**src/rtl/tap_read_arbiter_n_pkg.sv**
```systemverilog
// Shared constants and types for the TAP read interconnect: IR encoding,
// channel addresses, the IDCODE value and the read FSM state type.
package tap_read_arbiter_n_pkg;

  localparam int IRLENGTH = 5;

  localparam logic [IRLENGTH-1:0] ADDR_IDCODE = 5'h01;
  localparam logic [IRLENGTH-1:0] ADDR_DMI    = 5'h11;
  localparam logic [IRLENGTH-1:0] ADDR_STB0_A = 5'h12;
  localparam logic [IRLENGTH-1:0] ADDR_STB0_D = 5'h13;
  localparam logic [IRLENGTH-1:0] ADDR_STB1_A = 5'h14;
  localparam logic [IRLENGTH-1:0] ADDR_STB1_D = 5'h15;

  localparam logic [31:0] IDCODEVALUE = 32'h1000_5A3D;

  typedef enum logic [1:0] {
    RD_IDLE,
    RD_WAIT,
    RD_HOLD
  } tap_rd_state_e;

  // Width of a channel index; never zero so a single channel still has a port.
  function automatic int idx_width(input int n);
    return (n > 1) ? $clog2(n) : 1;
  endfunction

endpackage

```
**src/rtl/tap_read_arbiter_n_rr.sv**
```systemverilog
// Round-robin search: first set request strictly after ptr_i (wrapping),
// returned as a one-hot grant plus its index.
module rr_arbiter
  import tap_read_arbiter_n_pkg::*;
#(
  parameter int N  = 5,
  parameter int IW = idx_width(N)
) (
  input  logic [N-1:0]  req_i,
  input  logic [IW-1:0] ptr_i,
  output logic [N-1:0]  grant_o,
  output logic [IW-1:0] idx_o,
  output logic          any_o
);

  always_comb begin
    int   j;
    logic found;
    // NOTE: every variable written here gets a default first, so no latch is inferred.
    grant_o = '0;
    idx_o   = '0;
    found   = 1'b0;
    j       = 0;
    for (int off = 1; off <= N; off++) begin
      j = int'(ptr_i) + off;
      if (j >= N) j = j - N;
      if (!found && req_i[j[IW-1:0]]) begin
        found               = 1'b1;
        grant_o[j[IW-1:0]]  = 1'b1;
        idx_o               = j[IW-1:0];
      end
    end
    any_o = found;
  end

endmodule

```
**src/rtl/tap_read_arbiter_n.sv**
```systemverilog
// N-channel TAP read interconnect: address-decoded valid/ready transfer with
// timeout, result held until accepted, plus round-robin pending-channel advertise.
module tap_read_arbiter_n
  import tap_read_arbiter_n_pkg::*;
#(
  parameter int                         NUM_CH         = 5,
  parameter int                         READ_WIDTH     = 41,
  parameter logic [NUM_CH*IRLENGTH-1:0] CH_ADDR        = {ADDR_STB1_D, ADDR_STB1_A,
                                                          ADDR_STB0_D, ADDR_STB0_A, ADDR_DMI},
  parameter int                         TIMEOUT_CYCLES = 1024
) (
  input  logic                         CLK_I,
  input  logic                         RST_NI,
  input  logic                         READ_REQ_I,
  input  logic [IRLENGTH-1:0]          READ_ADDRESS_I,
  output logic [READ_WIDTH-1:0]        READ_DATA_O,
  output logic                         READ_VALID_O,
  input  logic                         READ_READY_I,
  output logic                         READ_ERR_O,
  output logic                         READ_BUSY_O,
  output logic [IRLENGTH-1:0]          VALID_ADDRESS_O,
  output logic                         VALID_ANY_O,
  input  logic [NUM_CH-1:0]            CH_VALID_I,
  output logic [NUM_CH-1:0]            CH_READY_O,
  input  logic [NUM_CH*READ_WIDTH-1:0] CH_DATA_I
);

  localparam int             IW     = idx_width(NUM_CH);
  localparam int             TW     = (TIMEOUT_CYCLES == 0) ? 1 : $clog2(TIMEOUT_CYCLES + 1);
  localparam logic [TW-1:0]  T_LAST = TW'(TIMEOUT_CYCLES - 1);

  tap_rd_state_e         state_q, state_d;
  logic [IW-1:0]         sel_q, sel_d;
  logic [TW-1:0]         timer_q, timer_d;
  logic [READ_WIDTH-1:0] data_q, data_d;
  logic                  err_q, err_d;
  logic                  valid_q, valid_d;
  logic                  busy_q, busy_d;
  logic [IRLENGTH-1:0]   vaddr_q, vaddr_d;
  logic                  vany_q, vany_d;
  logic [IW-1:0]         ptr_q, ptr_d;

  logic                  hit;
  logic [IW-1:0]         hit_idx;
  logic [NUM_CH-1:0]     rr_grant;
  logic [IW-1:0]         rr_idx;
  logic                  rr_any;
  logic [IRLENGTH-1:0]   adv_addr;

  // Descending scan so the lowest matching index is the one left standing.
  always_comb begin
    hit     = 1'b0;
    hit_idx = '0;
    for (int i = NUM_CH - 1; i >= 0; i--) begin
      if (READ_ADDRESS_I == CH_ADDR[i*IRLENGTH +: IRLENGTH]) begin
        hit     = 1'b1;
        hit_idx = IW'(i);
      end
    end
  end

  always_comb begin
    state_d    = state_q;
    sel_d      = sel_q;
    timer_d    = timer_q;
    data_d     = data_q;
    err_d      = err_q;
    CH_READY_O = '0;
    unique case (state_q)
      RD_IDLE: begin
        if (READ_REQ_I) begin
          if (hit) begin
            sel_d   = hit_idx;
            timer_d = '0;
            state_d = RD_WAIT;
          end else if (READ_ADDRESS_I == ADDR_IDCODE) begin
            data_d  = READ_WIDTH'(IDCODEVALUE);
            err_d   = 1'b0;
            state_d = RD_HOLD;
          end else begin
            data_d  = '0;
            err_d   = 1'b1;
            state_d = RD_HOLD;
          end
        end
      end
      RD_WAIT: begin
        // Ready mirrors the selected valid combinationally; a transfer beats a timeout.
        if (CH_VALID_I[sel_q]) begin
          CH_READY_O[sel_q] = 1'b1;
          data_d  = CH_DATA_I[int'(sel_q)*READ_WIDTH +: READ_WIDTH];
          err_d   = 1'b0;
          state_d = RD_HOLD;
        end else if (TIMEOUT_CYCLES != 0) begin
          if (timer_q == T_LAST) begin
            data_d  = '0;
            err_d   = 1'b1;
            state_d = RD_HOLD;
          end else begin
            timer_d = timer_q + TW'(1);
          end
        end
      end
      RD_HOLD: begin
        if (READ_READY_I) state_d = RD_IDLE;
      end
      default: state_d = RD_IDLE;
    endcase
    valid_d = (state_d == RD_HOLD);
    busy_d  = (state_d != RD_IDLE);
  end

  rr_arbiter #(.N(NUM_CH), .IW(IW)) u_rr (
    .req_i   (CH_VALID_I),
    .ptr_i   (ptr_q),
    .grant_o (rr_grant),
    .idx_o   (rr_idx),
    .any_o   (rr_any)
  );

  always_comb begin
    adv_addr = '0;
    for (int i = 0; i < NUM_CH; i++) begin
      if (rr_grant[i]) adv_addr = adv_addr | CH_ADDR[i*IRLENGTH +: IRLENGTH];
    end
    vany_d  = rr_any;
    vaddr_d = rr_any ? adv_addr : vaddr_q;
    ptr_d   = rr_any ? rr_idx : ptr_q;
  end

  always_ff @(posedge CLK_I or negedge RST_NI) begin
    // NOTE: state is updated with non-blocking assignments so every flop samples pre-edge values.
    if (!RST_NI) begin
      state_q <= RD_IDLE;
      sel_q   <= '0;
      timer_q <= '0;
      data_q  <= '0;
      err_q   <= 1'b0;
      valid_q <= 1'b0;
      busy_q  <= 1'b0;
      vaddr_q <= '0;
      vany_q  <= 1'b0;
      ptr_q   <= IW'(NUM_CH - 1);
    end else begin
      state_q <= state_d;
      sel_q   <= sel_d;
      timer_q <= timer_d;
      data_q  <= data_d;
      err_q   <= err_d;
      valid_q <= valid_d;
      busy_q  <= busy_d;
      vaddr_q <= vaddr_d;
      vany_q  <= vany_d;
      ptr_q   <= ptr_d;
    end
  end

  assign READ_DATA_O     = data_q;
  assign READ_ERR_O      = err_q;
  assign READ_VALID_O    = valid_q;
  assign READ_BUSY_O     = busy_q;
  assign VALID_ADDRESS_O = vaddr_q;
  assign VALID_ANY_O     = vany_q;

endmodule

```
**config.mk**
```make
export PLATFORM = sky130hd
export DESIGN_NAME = tap_read_arbiter_n
export DESIGN_NICKNAME = d
export VERILOG_FILES = /design/src/rtl/tap_read_arbiter_n_pkg.sv /design/src/rtl/tap_read_arbiter_n_rr.sv /design/src/rtl/tap_read_arbiter_n.sv
export SDC_FILE = /design/constraint.sdc
export NUM_CORES = 1
export LEC_CHECK = 0
export CAP_MARGIN = 0
export CORE_AREA = 8 8 103 105
export DETAILED_ROUTE_END_ITERATION = 12
export DIE_AREA = 0 0 111 113
export DONT_BUFFER_PORTS = 1
export PLACE_DENSITY_LB_ADDON = 0.2
export REMOVE_ABC_BUFFERS = 1
export SYNTH_ARGS = -nofsm -noshare
export SYNTH_HDL_FRONTEND = slang
export SYNTH_SLANG_ARGS = --single-unit
```
**constraint.sdc**
```tcl
create_clock -name CLK_I -period 4.4 [get_ports CLK_I]
set_input_delay 0.88 -clock CLK_I [delete_from_list [all_inputs] [get_ports CLK_I]]
set_output_delay 0.88 -clock CLK_I [all_outputs]
set_load 0.005 [all_outputs]
```
Word level (Yosys, flattened, before mapping)
Cells that the tools add are included.
- $add $sub $neg: 11
- multipliers: 1
- divide/modulo/power cells: 0
- magnitude comparators: 17
- eq/ne operators: 16
- shifts and indexed selects: 1
- muxes and demuxes: 84
- bitwise logic cells: 4
- reductions and logical operators: 20
- operator list (operator ; number):
    variable part select 205 x 10 -> 41 bit ; 1
    2-to-1 mux 41 bit ; 4
    case mux 41 bit (2 select lines) ; 1
    2-to-1 mux 5 bit ; 12
    2-to-1 mux 3 bit ; 15
    2-to-1 mux 11 bit ; 4
    2-to-1 mux 29 bit ; 1
    2-to-1 mux 1 bit ; 27
    == test 5 bit, second input constant ; 5
    less-than comparator 3 x 4 -> 1 bit, second input constant ; 6
    case mux 11 bit (2 select lines) ; 1
    greater-or-equal comparator 4 x 3 -> 1 bit, second input constant ; 5
    bitwise OR 5 bit ; 4
    binary-select mux 1 bit (select 3 bit) ; 6
    demux 1 bit (select 3 bit) ; 6
    greater-or-equal comparator 3 x 1 -> 1 bit, second input constant ; 6
    subtractor 3 bit, second input constant ; 5
    adder 11 x 1 -> 11 bit, second input constant ; 1
    == test 11 x 10 -> 1 bit, second input constant ; 1
    logical AND 1 bit ; 10
    2-to-1 mux 2 bit ; 5
    inequality test 2 bit, second input constant ; 5
    multiplier 3 x 6 -> 9 bit, second input constant ; 1
    adder 3 x 2 -> 4 bit, second input constant ; 2
    14 further kinds ; 20
- flip-flop bits (word level): 69
- latch bits: 0
- bits in writable memories: 0
- memory bits (read-only): 0
- bits of input ports: 219
- output and inout port bits: 55
- logic and storage cells: 164
- memories: 0

Depth between registers and ports, before layout
- word-level depth: 23
- gate-level depth with buffers: 16
- mapped depth without buffers: 12

Hierarchy
A second synthesis with hierarchy kept.
- cells, all modules: 693
- area, all modules: 5948.2 um^2
- modules (own cells, without submodules) (module ; times used ; cells an instance ; area each (um^2) ; sequential area each (um^2)):
    tap_read_arbiter_n ; 1 ; 497 ; 4545.6 ; 1702.9
    rr_arbiter ; 1 ; 196 ; 1402.6 ; 0.0

Worst setup path before layout
No wires, ideal clock.
- path kind: flip-flop to flip-flop
- start: register ptr_q[0]
- end: register vaddr_q[2] (netlist: VALID_ADDRESS_O[2])
- library setup time: 76 ps
- data arrival time: 3403 ps
- required time: 4324 ps
- path slack: 920 ps
- cell stages (with the launch flop): 15
- path buffers: 3
- clock period less this slack: 3480 ps
- cell sequence: dfrtp_1 > buf_6 > inv_1 > clkbuf_1 > ha_1 > ha_1 > buf_2 > a21boi_0 > mux2_2 > o32a_1 > a2111o_1 > or4_1 > nand4_1 > a21oi_1 > o21ai_1
- longest elaborated chain between the ends: 20
- elaborated cells on any way between the ends: 79
- those cells by class: 10 x add/sub; 15 x order compare; 37 x mux; 4 x bitwise; 13 x reduce/logical
- RTL lines (item ; line ; text):
    from (decl) ; tap_read_arbiter_n.sv:41 ; logic [IW-1:0] ptr_q, ptr_d;
    from (signal assigned) ; tap_read_arbiter_n.sv:143 ; ptr_q <= IW'(NUM_CH - 1);
    from (signal assigned) ; tap_read_arbiter_n.sv:154 ; ptr_q <= ptr_d;
    parallel branches: the longest is 20 deep, another holds adder 3 x 1 -> 4 bit ; -- ;
    to (signal assigned) ; tap_read_arbiter_n.sv:152 ; vaddr_q <= vaddr_d;
    to (decl) ; tap_read_arbiter_n.sv:39 ; logic [IRLENGTH-1:0] vaddr_q, vaddr_d;
Parallel ways; which one is timed is not known. The select of a mux whose other input is x is not followed.
A chain may end at the register's enable or synchronous reset.

Worst setup path in the final report
- start: register ptr_q[2]
- end: register vaddr_q[2] (netlist: VALID_ADDRESS_O[2])
The elaborated chain is that of the path after synthesis.

==> metrics <==
outcome=completed; Max VDD drop=0.825 mV; synthesized area per cell=8.78 um^2; Reg2Reg Depth=11; Seq cells post-synth=68; ANT nets after route=0; Ys Warns=0; endpoints failing hold=0; combinational fraction of design power=66.9%; max-cap viol count=0; CP max FO=17; Die Y=113 um; IO Pins=274; TritonRoute pass-1 iters=5; fin crit share=83.8%; DRC marker count from the first detailed-route iteration=575; Clock Latency Late Sink=340 ps; total CTS buffers=9; first-pass GRT wire length=30300 um; Post-CTS Setup Inserts=0; WL/cell=27.1 um; Psw=2.11 mW; leak pwr=2.35 nW; switching part of the total=49.2%; Total Power=4.30 mW; synth unique cells=68; total grt overflow=0; startpoint types=register; setup_tns=0 ps; most common flop cell mapped by yosys=dfrtp_1; area delta synth->final=3.85%; IO buf count=0; Max H-tree Level=3; clock sink count=68; clock share of power=12.2%; Mapped Area=5630 um^2; Synth top cells by count=67 x dfrtp_1, 54 x mux2i_1, 53 x a21oi_1; endpoints failing setup=0; internal reg-to-reg setup slack=710 ps; post-CTS sizing=0; fillers=750; fin crit period=3690 ps; Worst EP required=4670 ps; HPWL Detailed=15400 um; fmax=0.271 GHz; Die ar.=12500 um^2; vias post-DR=5262; Worst-Margin Slew=1170 ps; root buf cell=clkbuf_8; Post-synth EDFFs=0; Worst setup EP type=register; Yosys top cell area share=29.8%; CTS tree=yes; max_slew headroom=21.7%; CP arrival=3960 ps; via density per instance=7.23; row count=35; Slew Limit Fails=0; PD cells=735 nW/um^2; layout net count=842; ranking of synthesized cells by area=dfrtp_1 30%, mux2i_1 9.6%, mux4_2 6.8%; Yosys top cell by area=dfrtp_1; count leader, synth=dfrtp_1; start of the worst register-to-register path=ptr_q[2]$_DFFE_PN1P_; clock transition time at the flip-flop clock pins of the worst setup and hold paths=80 ps; final wirelength=19700 um; RSZ-0062 raised after global routing=false; clock skew=10.0 ps; Cells after Synth=641; vias in the first global route=5127; effective utilization at floorplan=62.7%; Post-CTS Hold Buffers=0; post-synthesis sequential area ratio=30.3%; reg2reg end=VALID_ADDRESS_O[2]$_DFFE_PN0P_; pin count of the biggest net entering global routing=69; GPL Wtd Cong=0.909; Power Internal=2.18 mW; ys async rst share=100%; worst min path class=in2async; CP Class=reg2reg; GRT Util Overall=29.9%; width of the die=111 um; initial antenna violation count=1; Core Box Area=8980 um^2; layout cell share with drive strength beyond 1=10.6%; DRC Markers=0; Seq pwr share=20.9%; Clock Path Buffers=2
-- worst max path at each step --
stage,startpoint,to,cells after the start
after CTS,ptr_q[2]$_DFFE_PN1P_,VALID_ADDRESS_O[2]$_DFFE_PN0P_,11
after detailed placement,ptr_q[2]$_DFFE_PN1P_,VALID_ADDRESS_O[2]$_DFFE_PN0P_,11
after global placement,ptr_q[1]$_DFFE_PN0P_,VALID_ADDRESS_O[2]$_DFFE_PN0P_,11
final,ptr_q[2]$_DFFE_PN1P_,VALID_ADDRESS_O[2]$_DFFE_PN0P_,11
after global routing,ptr_q[1]$_DFFE_PN0P_,VALID_ADDRESS_O[2]$_DFFE_PN0P_,11
after floorplan,sel_q[1]$_DFFE_PN0P_,CH_READY_O[4],5
-- power by group through the flow --
stage	combinational [mW]	sequential, mW	clock (mW)
floorplan	2.11	0.940	0
global placement	2.79	0.904	0
detailed placement	2.79	0.909	0
CTS	2.81	0.898	0.528
global route	3.12	0.910	0.555
finish	2.88	0.897	0.524
-- placed cells by master (no fill, tap or decap), drive strengths merged, types with 11 or more instances in the layout --
master | netlist | routed
a21oi | 53 | 53
a22o | 15 | 15
a22oi | 20 | 20
buf | 17 | 12
dfrtp | 67 | 67
ha | 11 | 11
inv | 19 | 19
mux2i | 54 | 54
mux4 | 17 | 17
nand2 | 43 | 43
nand2b | 14 | 14
nand3 | 11 | 11
nor2 | 49 | 49
o21ai | 33 | 33
o22ai | 28 | 28
o2bb2ai | 17 | 17
-- metrics by stage --
step	cells	cell area, um^2	hold slack, ps	worst slack (ps)	utilization (%)
after floorplan	588	5410	464	183	-
after global placement	711	5650	510	898	62.9
after detailed placement	711	5650	517	801	62.9
after CTS	727	5840	205	770	65.1
after global routing	727	5840	197	493	65.1
final	728	5850	221	712	65.1
-- flip-flops by register name (all words and copies together) (netlist names) --
register / flops
READ_BUSY_O: 1
READ_DATA_O: 41
READ_ERR_O: 1
READ_VALID_O: 1
VALID_ADDRESS_O: 4
VALID_ANY_O: 1
ptr_q: 3
sel_q: 3
state_q: 2
timer_q: 11
-- kinds of logic after synthesis --
kind of cell | share of synthesized area (%)
simple gates | 16.2
flops | 30.3
xor+xnor | 2.18
other cells | 0.0666
fa+ha+maj | 2.80
compound gates | 25.3
mux | 17.8
buf+inv | 5.31
-- worst max-delay path, stage by stage (launching register included) --
cell and delay (ps):
dfstp_2 730, inv_1 230, ha_1 490, or2_2 330, o21ai_0 360, nand3_1 170, o32a_1 220, a2111o_1 350
or4_1 420, nand4_1 120, o21ai_0 100, o21ai_1 100
-- cell type report --
cell class / instances / area, um^2 / share of cell area, %
Antenna cell: 1 / 2.50 / 0.0428
Clock buffer: 10 / 128 / 2.18
Clock inverter: 6 / 65.1 / 1.11
Inverter: 20 / 75.1 / 1.28
Multi-Input combinational cell: 500 / 3640 / 62.3
Sequential cell: 68 / 1710 / 29.2
Tap cell: 111 / 139 / 2.38
Timing Repair Buffer: 12 / 90.1 / 1.54
-- routing by layer --
layer / track usage (%) / wire length, um / up-vias
li1: - / - / 2349
met1: 36.5 / 7530 / 2552
met2: 49.7 / 9840 / 318
met3: 8.47 / 1800 / 41
met4: 10.0 / 535 / 2
met5: 0 / 13 / -
Note: power is estimated with default switching activity, not from simulation.
